[src/rtl/enemy_ship.sv]
// Enemy ship: a box that sweeps left/right, drops a row at each side wall,
// explodes when the player bullet overlaps it, and respawns at an LFSR-chosen column.
module enemy_ship #(
   parameter int         H_SIZE         = 16,
   parameter int         SPEED          = 2,
   parameter int         DROP           = 8,
   parameter int         EXPLODE_FRAMES = 30,
   parameter logic [9:0] SEED           = 10'h2A5
) (
   input  logic        i_clk,
   input  logic        i_rst_n,
   input  logic        i_ani_stb,
   input  logic        i_animate,
   input  logic        i_paused,
   input  logic [11:0] i_bx1,
   input  logic [11:0] i_bx2,
   input  logic [11:0] i_by1,
   input  logic [11:0] i_by2,
   input  logic        i_firing,
   output logic [11:0] o_x1,
   output logic [11:0] o_x2,
   output logic [11:0] o_y1,
   output logic [11:0] o_y2,
   output logic        o_alive,
   output logic        o_exploding,
   output logic        o_hit,
   output logic        o_breach,
   output logic [7:0]  o_score
);

   localparam logic [11:0] HS       = 12'(H_SIZE);
   localparam logic [11:0] SP       = 12'(SPEED);
   localparam logic [11:0] DR       = 12'(DROP);
   localparam logic [11:0] X_MAX    = 12'd639;
   localparam logic [11:0] Y_MAX    = 12'd479;
   localparam logic [11:0] X_RST    = 12'd320;
   localparam logic [11:0] X_RIGHT  = 12'(639 - H_SIZE);
   localparam logic [11:0] LEFT_LIM = 12'(H_SIZE + SPEED);
   localparam logic [11:0] RNG      = 12'(640 - 2 * H_SIZE);
   localparam logic [7:0]  EXP_LAST = 8'(EXPLODE_FRAMES - 1);

   typedef enum logic [1:0] {ALIVE, EXPLODE, RESPAWN} state_t;

   state_t      state, state_n;
   logic [11:0] x, x_n, y, y_n, y_drop, lfsr_ext;
   logic        dir, dir_n, drop, tick, overlap;
   logic [7:0]  cnt, cnt_n, score_n;
   logic [9:0]  lfsr, lfsr_n;
   logic        hit_n, breach_n;

   assign tick     = i_ani_stb & i_animate & ~i_paused;
   assign y_drop   = y + DR;
   assign lfsr_ext = {2'b00, lfsr};
   assign lfsr_n   = {lfsr[8:0], lfsr[9] ^ lfsr[6]};
   // Overlap is tested against the registered box, i.e. what is on screen now
   assign overlap  = i_firing & (i_bx1 < o_x2) & (i_bx2 > o_x1) &
                     (i_by1 < o_y2) & (i_by2 > o_y1);

   assign o_alive     = (state == ALIVE);
   assign o_exploding = (state == EXPLODE);

   always_comb begin
      state_n  = state;
      x_n      = x;
      y_n      = y;
      dir_n    = dir;
      cnt_n    = cnt;
      score_n  = o_score;
      hit_n    = 1'b0;
      breach_n = 1'b0;
      drop     = 1'b0;
      case (state)
         ALIVE: begin
            if (!i_paused && overlap) begin
               hit_n   = 1'b1;
               score_n = (o_score == 8'hFF) ? o_score : o_score + 8'd1;
               cnt_n   = '0;
               state_n = EXPLODE;
            end else if (tick) begin
               if (dir) begin
                  if (x + HS + SP > X_MAX) begin
                     x_n   = X_RIGHT;
                     dir_n = 1'b0;
                     drop  = 1'b1;
                  end else begin
                     x_n = x + SP;
                  end
               end else begin
                  if (x < LEFT_LIM) begin
                     x_n   = HS;
                     dir_n = 1'b1;
                     drop  = 1'b1;
                  end else begin
                     x_n = x - SP;
                  end
               end
               if (drop) begin
                  y_n = y_drop;
                  if (y_drop + HS > Y_MAX) begin
                     breach_n = 1'b1;
                     state_n  = RESPAWN;
                  end
               end
            end
         end
         EXPLODE: begin
            if (tick) begin
               if (cnt == EXP_LAST) state_n = RESPAWN;
               else                 cnt_n   = cnt + 8'd1;
            end
         end
         RESPAWN: begin
            if (!i_paused) begin
               x_n     = HS + ((lfsr_ext < RNG) ? lfsr_ext : lfsr_ext - RNG);
               y_n     = HS;
               dir_n   = 1'b1;
               state_n = ALIVE;
            end
         end
         default: state_n = ALIVE;
      endcase
   end

   always_ff @(posedge i_clk or negedge i_rst_n) begin
      if (!i_rst_n) begin
         state    <= ALIVE;
         x        <= X_RST;
         y        <= HS;
         dir      <= 1'b1;
         cnt      <= '0;
         lfsr     <= SEED;
         o_score  <= '0;
         o_hit    <= 1'b0;
         o_breach <= 1'b0;
         o_x1     <= X_RST - HS;
         o_x2     <= X_RST + HS;
         o_y1     <= '0;
         o_y2     <= HS + HS;
      end else begin
         state    <= state_n;
         x        <= x_n;
         y        <= y_n;
         dir      <= dir_n;
         cnt      <= cnt_n;
         lfsr     <= lfsr_n;
         o_score  <= score_n;
         o_hit    <= hit_n;
         o_breach <= breach_n;
         o_x1     <= x - HS;
         o_x2     <= x + HS;
         o_y1     <= y - HS;
         o_y2     <= y + HS;
      end
   end

endmodule

[config.mk]
export PLATFORM = sky130hd
export DESIGN_NAME = enemy_ship
export DESIGN_NICKNAME = d
export VERILOG_FILES = /design/src/rtl/enemy_ship.sv
export SDC_FILE = /design/constraint.sdc
export NUM_CORES = 1
export LEC_CHECK = 0
export CAP_MARGIN = 20
export CORE_ASPECT_RATIO = 0.9
export CORE_MARGIN = 2
export CORE_UTILIZATION = 50
export DETAILED_ROUTE_END_ITERATION = 10
export DONT_BUFFER_PORTS = 1
export PLACE_DENSITY_LB_ADDON = 0.05
export SKIP_CTS_REPAIR_TIMING = 1
export SLEW_MARGIN = 25
export SYNTH_ARGS = -nofsm -noshare
export SYNTH_HDL_FRONTEND = slang
export SYNTH_SLANG_ARGS = --single-unit
[constraint.sdc]
create_clock -name i_clk -period 3.7 [get_ports i_clk]
set_clock_uncertainty 0.05 [all_clocks]
set_input_delay 0.74 -clock i_clk [delete_from_list [all_inputs] [get_ports i_clk]]
set_output_delay 0.74 -clock i_clk [all_outputs]
set_load 0.02 [all_outputs]
==> results.sh <==
export IMPL_worst_slack_ns=0.374
export IMPL_netlist_instances=653
export IMPL_outcome="finished clean"
export IMPL_numPortBuffers=0
export IMPL_cp_arrival_ns=3.49
export IMPL_crit_fanout=11
export IMPL_synth_top_area_cell="dfrtp_1"
export IMPL_core_mm2=0.0115
export IMPL_fill_cells=1076
export IMPL_setup_tns_ns=0
export IMPL_r2r_end="o_score[1]"
export IMPL_first_iter_violations=241
export IMPL_area_growth_pct=7.99
export IMPL_place_gp_congestion=0.920
export IMPL_synth_ff_type="dfrtp_1"
export IMPL_period_share=0.899
export IMPL_cts_root_buffer="clkbuf_16"
export IMPL_r2r_setup_slack_ns=0.37
export IMPL_io_pins=114
export IMPL_syn_area_mm2=0.00589
export IMPL_worstSetupPathType="flop to flop"
export IMPL_worst_slew_pin_slew_ns=0.693
export IMPL_dr_pass1_iters=6
export IMPL_grtUsageTotal=0.221
export IMPL_wl_per_cell_um=16.8
export IMPL_regArea_mm2=0.00220
export IMPL_htreeDepth=3
export IMPL_min_period_ns=3.33
export IMPL_p_total_w=0.00392
export IMPL_antenna_found_initial=0
export IMPL_grt_pass1_wl_mm=22.4
export IMPL_yosysWarnings=0
export IMPL_cts_tree="built"
export IMPL_ys_ff_latch=87
export IMPL_cts_sinks=87
export IMPL_place_ws_ns=0.236
export IMPL_die_y_um=107
export IMPL_clock_latency_ns=0.33
export IMPL_final_util=0.554
export IMPL_ant_nets=0
export IMPL_rows=37
export IMPL_fmax_ghz=0.301
export IMPL_vias=4704
export IMPL_peakVddDrop_uv=282
export IMPL_finalSetupViolations=0
export IMPL_cts_buffer_depth=2
export IMPL_p_leak_nw=2.82
export IMPL_final_area_mm2=0.00636
export IMPL_max_cap_violations=0
export IMPL_rr_startpoint="o_y2[5]"
export IMPL_cts_buffers=9
export IMPL_grt_ovfl_total=0
export IMPL_slew_headroom=0.533
export IMPL_grt_pass1_vias=4512
export IMPL_via_per_inst=5.82
export IMPL_reg2reg_depth=11
export IMPL_clkTransAtPathRegs_ns=0.07
export IMPL_routed_wl_mm=13.6
export IMPL_multi_input_area_mm2=0.00331
export IMPL_die_w_um=118
export IMPL_worstPathRequired_ns=3.87
export IMPL_start_util=0.513
export IMPL_synth_cell_type_count=72
export IMPL_synth_area_per_cell_um2=9.02
export IMPL_n_antenna_cell=0
export IMPL_drc_errors=0
export IMPL_drive_gt1_frac=0.107
export IMPL_synth_area_top_cells="dfrtp_1 (31%), ha_1 (12%), dfstp_2 (6.7%), xnor2_1 (4.3%), a21oi_1 (4.0%)"
export IMPL_dpl_cell_area_mm2=0.00602
export IMPL_rsz0062_at_grt="no"
export IMPL_fp_dieArea_mm2=0.0127
export IMPL_seq_area_frac_synth=0.373
export IMPL_synth_edf_count=0
export IMPL_maxSlewViolCount=0
export IMPL_hold_viol_final=0
export IMPL_layout_nets=757
export IMPL_yosys_area_top_type_share=0.306
export IMPL_power_density_mw_per_mm2=617
export IMPL_hold_class="input pin to async pin"
export IMPL_worstSetupStartpointType="flop"
export IMPL_end_kind="flop"
export IMPL_grt_max_degree=88
export IMPL_async_reset_ff_frac=1.00
export IMPL_hpwl_mm=10.4
registers in the layout (all words and copies together), names as in the netlist:
register,count
o_x2,12
x,12
lfsr,10
o_y2,9
y,9
cnt,8
o_score,8
o_x1,7
o_y1,7
state,2
dir,1
o_breach,1
o_hit,1
final cells by class:
cell class              instances  area share
clock buffers                  11      0.0366
multi-input cells             480       0.520
clock inverters                 5      0.0167
well taps                     156      0.0307
flip-flops and latches         87       0.345
inverters                      52      0.0307
repair buffers                 17      0.0201
power breakdown:
| part | total [W] | internal, W | switching [W] |
|---|---|---|---|
| clock | 0.00102 | 0.000663 | 0.000357 |
| sequential | 0.00161 | 0.00119 | 0.000424 |
| combinational | 0.00130 | 0.000538 | 0.000758 |
worst max-delay path by stage:
stage	slack (ns)	from	cells after the start	to
after floorplan	0.73	i_by1[5]	11	o_score[3]
after global placement	0.30	i_by1[3]	10	o_score[1]
after detailed placement	0.24	i_by1[5]	10	o_score[1]
after CTS	0.34	o_y2[5]	11	o_score[1]
after global routing	0.15	o_y2[5]	11	o_score[1]
final	0.37	o_y2[5]	11	o_score[1]
Yosys cell counts (all sizes together), types with 14 or more instances:
library cell	count
xor2	16
clkbuf	17
xnor2	29
nor2	37
inv	52
o21ai	27
ha	56
dfstp	15
a21oi	48
nand3	32
buf	22
nand2	60
nor3	14
dfrtp	72
worst max-delay path, cell delays in order (launching register included):
cell and delay, ns:
dfstp_2 0.59, inv_1 0.06, ha_1 0.28, a21oi_1 0.16
a21oi_1 0.08, a2111oi_0 0.42, o22ai_1 0.19, nor4_1 0.35
buf_4 0.20, and2_1 0.36, nand2_1 0.16, mux2_2 0.30
metrics by stage:
step           hold WS (ns)  instances
2_1_floorplan         0.304        658
3_3_place_gp          0.314        792
3_5_place_dp          0.322        792
4_1_cts              0.0404        808
5_1_grt              0.0374        808
6_report             0.0607        808
layer usage:
layer / global-route usage / wire, um / vias up
met5: 0 / 0 / -
met4: 0.0680 / 154 / 0
met3: 0.0394 / 877 / 13
met2: 0.344 / 6020 / 168
met1: 0.315 / 6550 / 2235
li1: - / - / 2288
kinds of logic (layout without fill, tap and decap cells):
family,after synthesis,after routing,synth area share
simple gates,215,215,0.186
xor+xnor,45,45,0.0682
fa+ha+maj,56,56,0.119
compound gates,153,153,0.175
other cells,1,6,0.000637
mux,5,5,0.00956
buf+inv,91,85,0.0688
flops,87,87,0.373
layout by cell type, fill, tap and decap left out, types with 6 or more instances in the layout:
cell type  netlist  final
buf_4           13     17
dfstp_2         15     15
o31ai_1          7      7
nand2_1         59     59
conb_1           1      6
nand4_1         12     12
nor2_1          37     37
xnor2_1         29     29
nand2b_1         7      7
inv_1           52     52
o211ai_1        10     10
o22ai_1          6      6
a31oi_1         11     11
nor2b_1          6      6
nand3_1         29     29
xor2_1          15     15
o21ai_0         20     20
dfrtp_1         72     72
a21oi_1         47     47
or3_1            7      7
and3_1          13     13
and2_1           6      6
nor3_1          14     14
clkbuf_16        0      9
a21o_1           6      6
ha_1            56     56
Note: power is estimated with default switching activity, not from simulation.
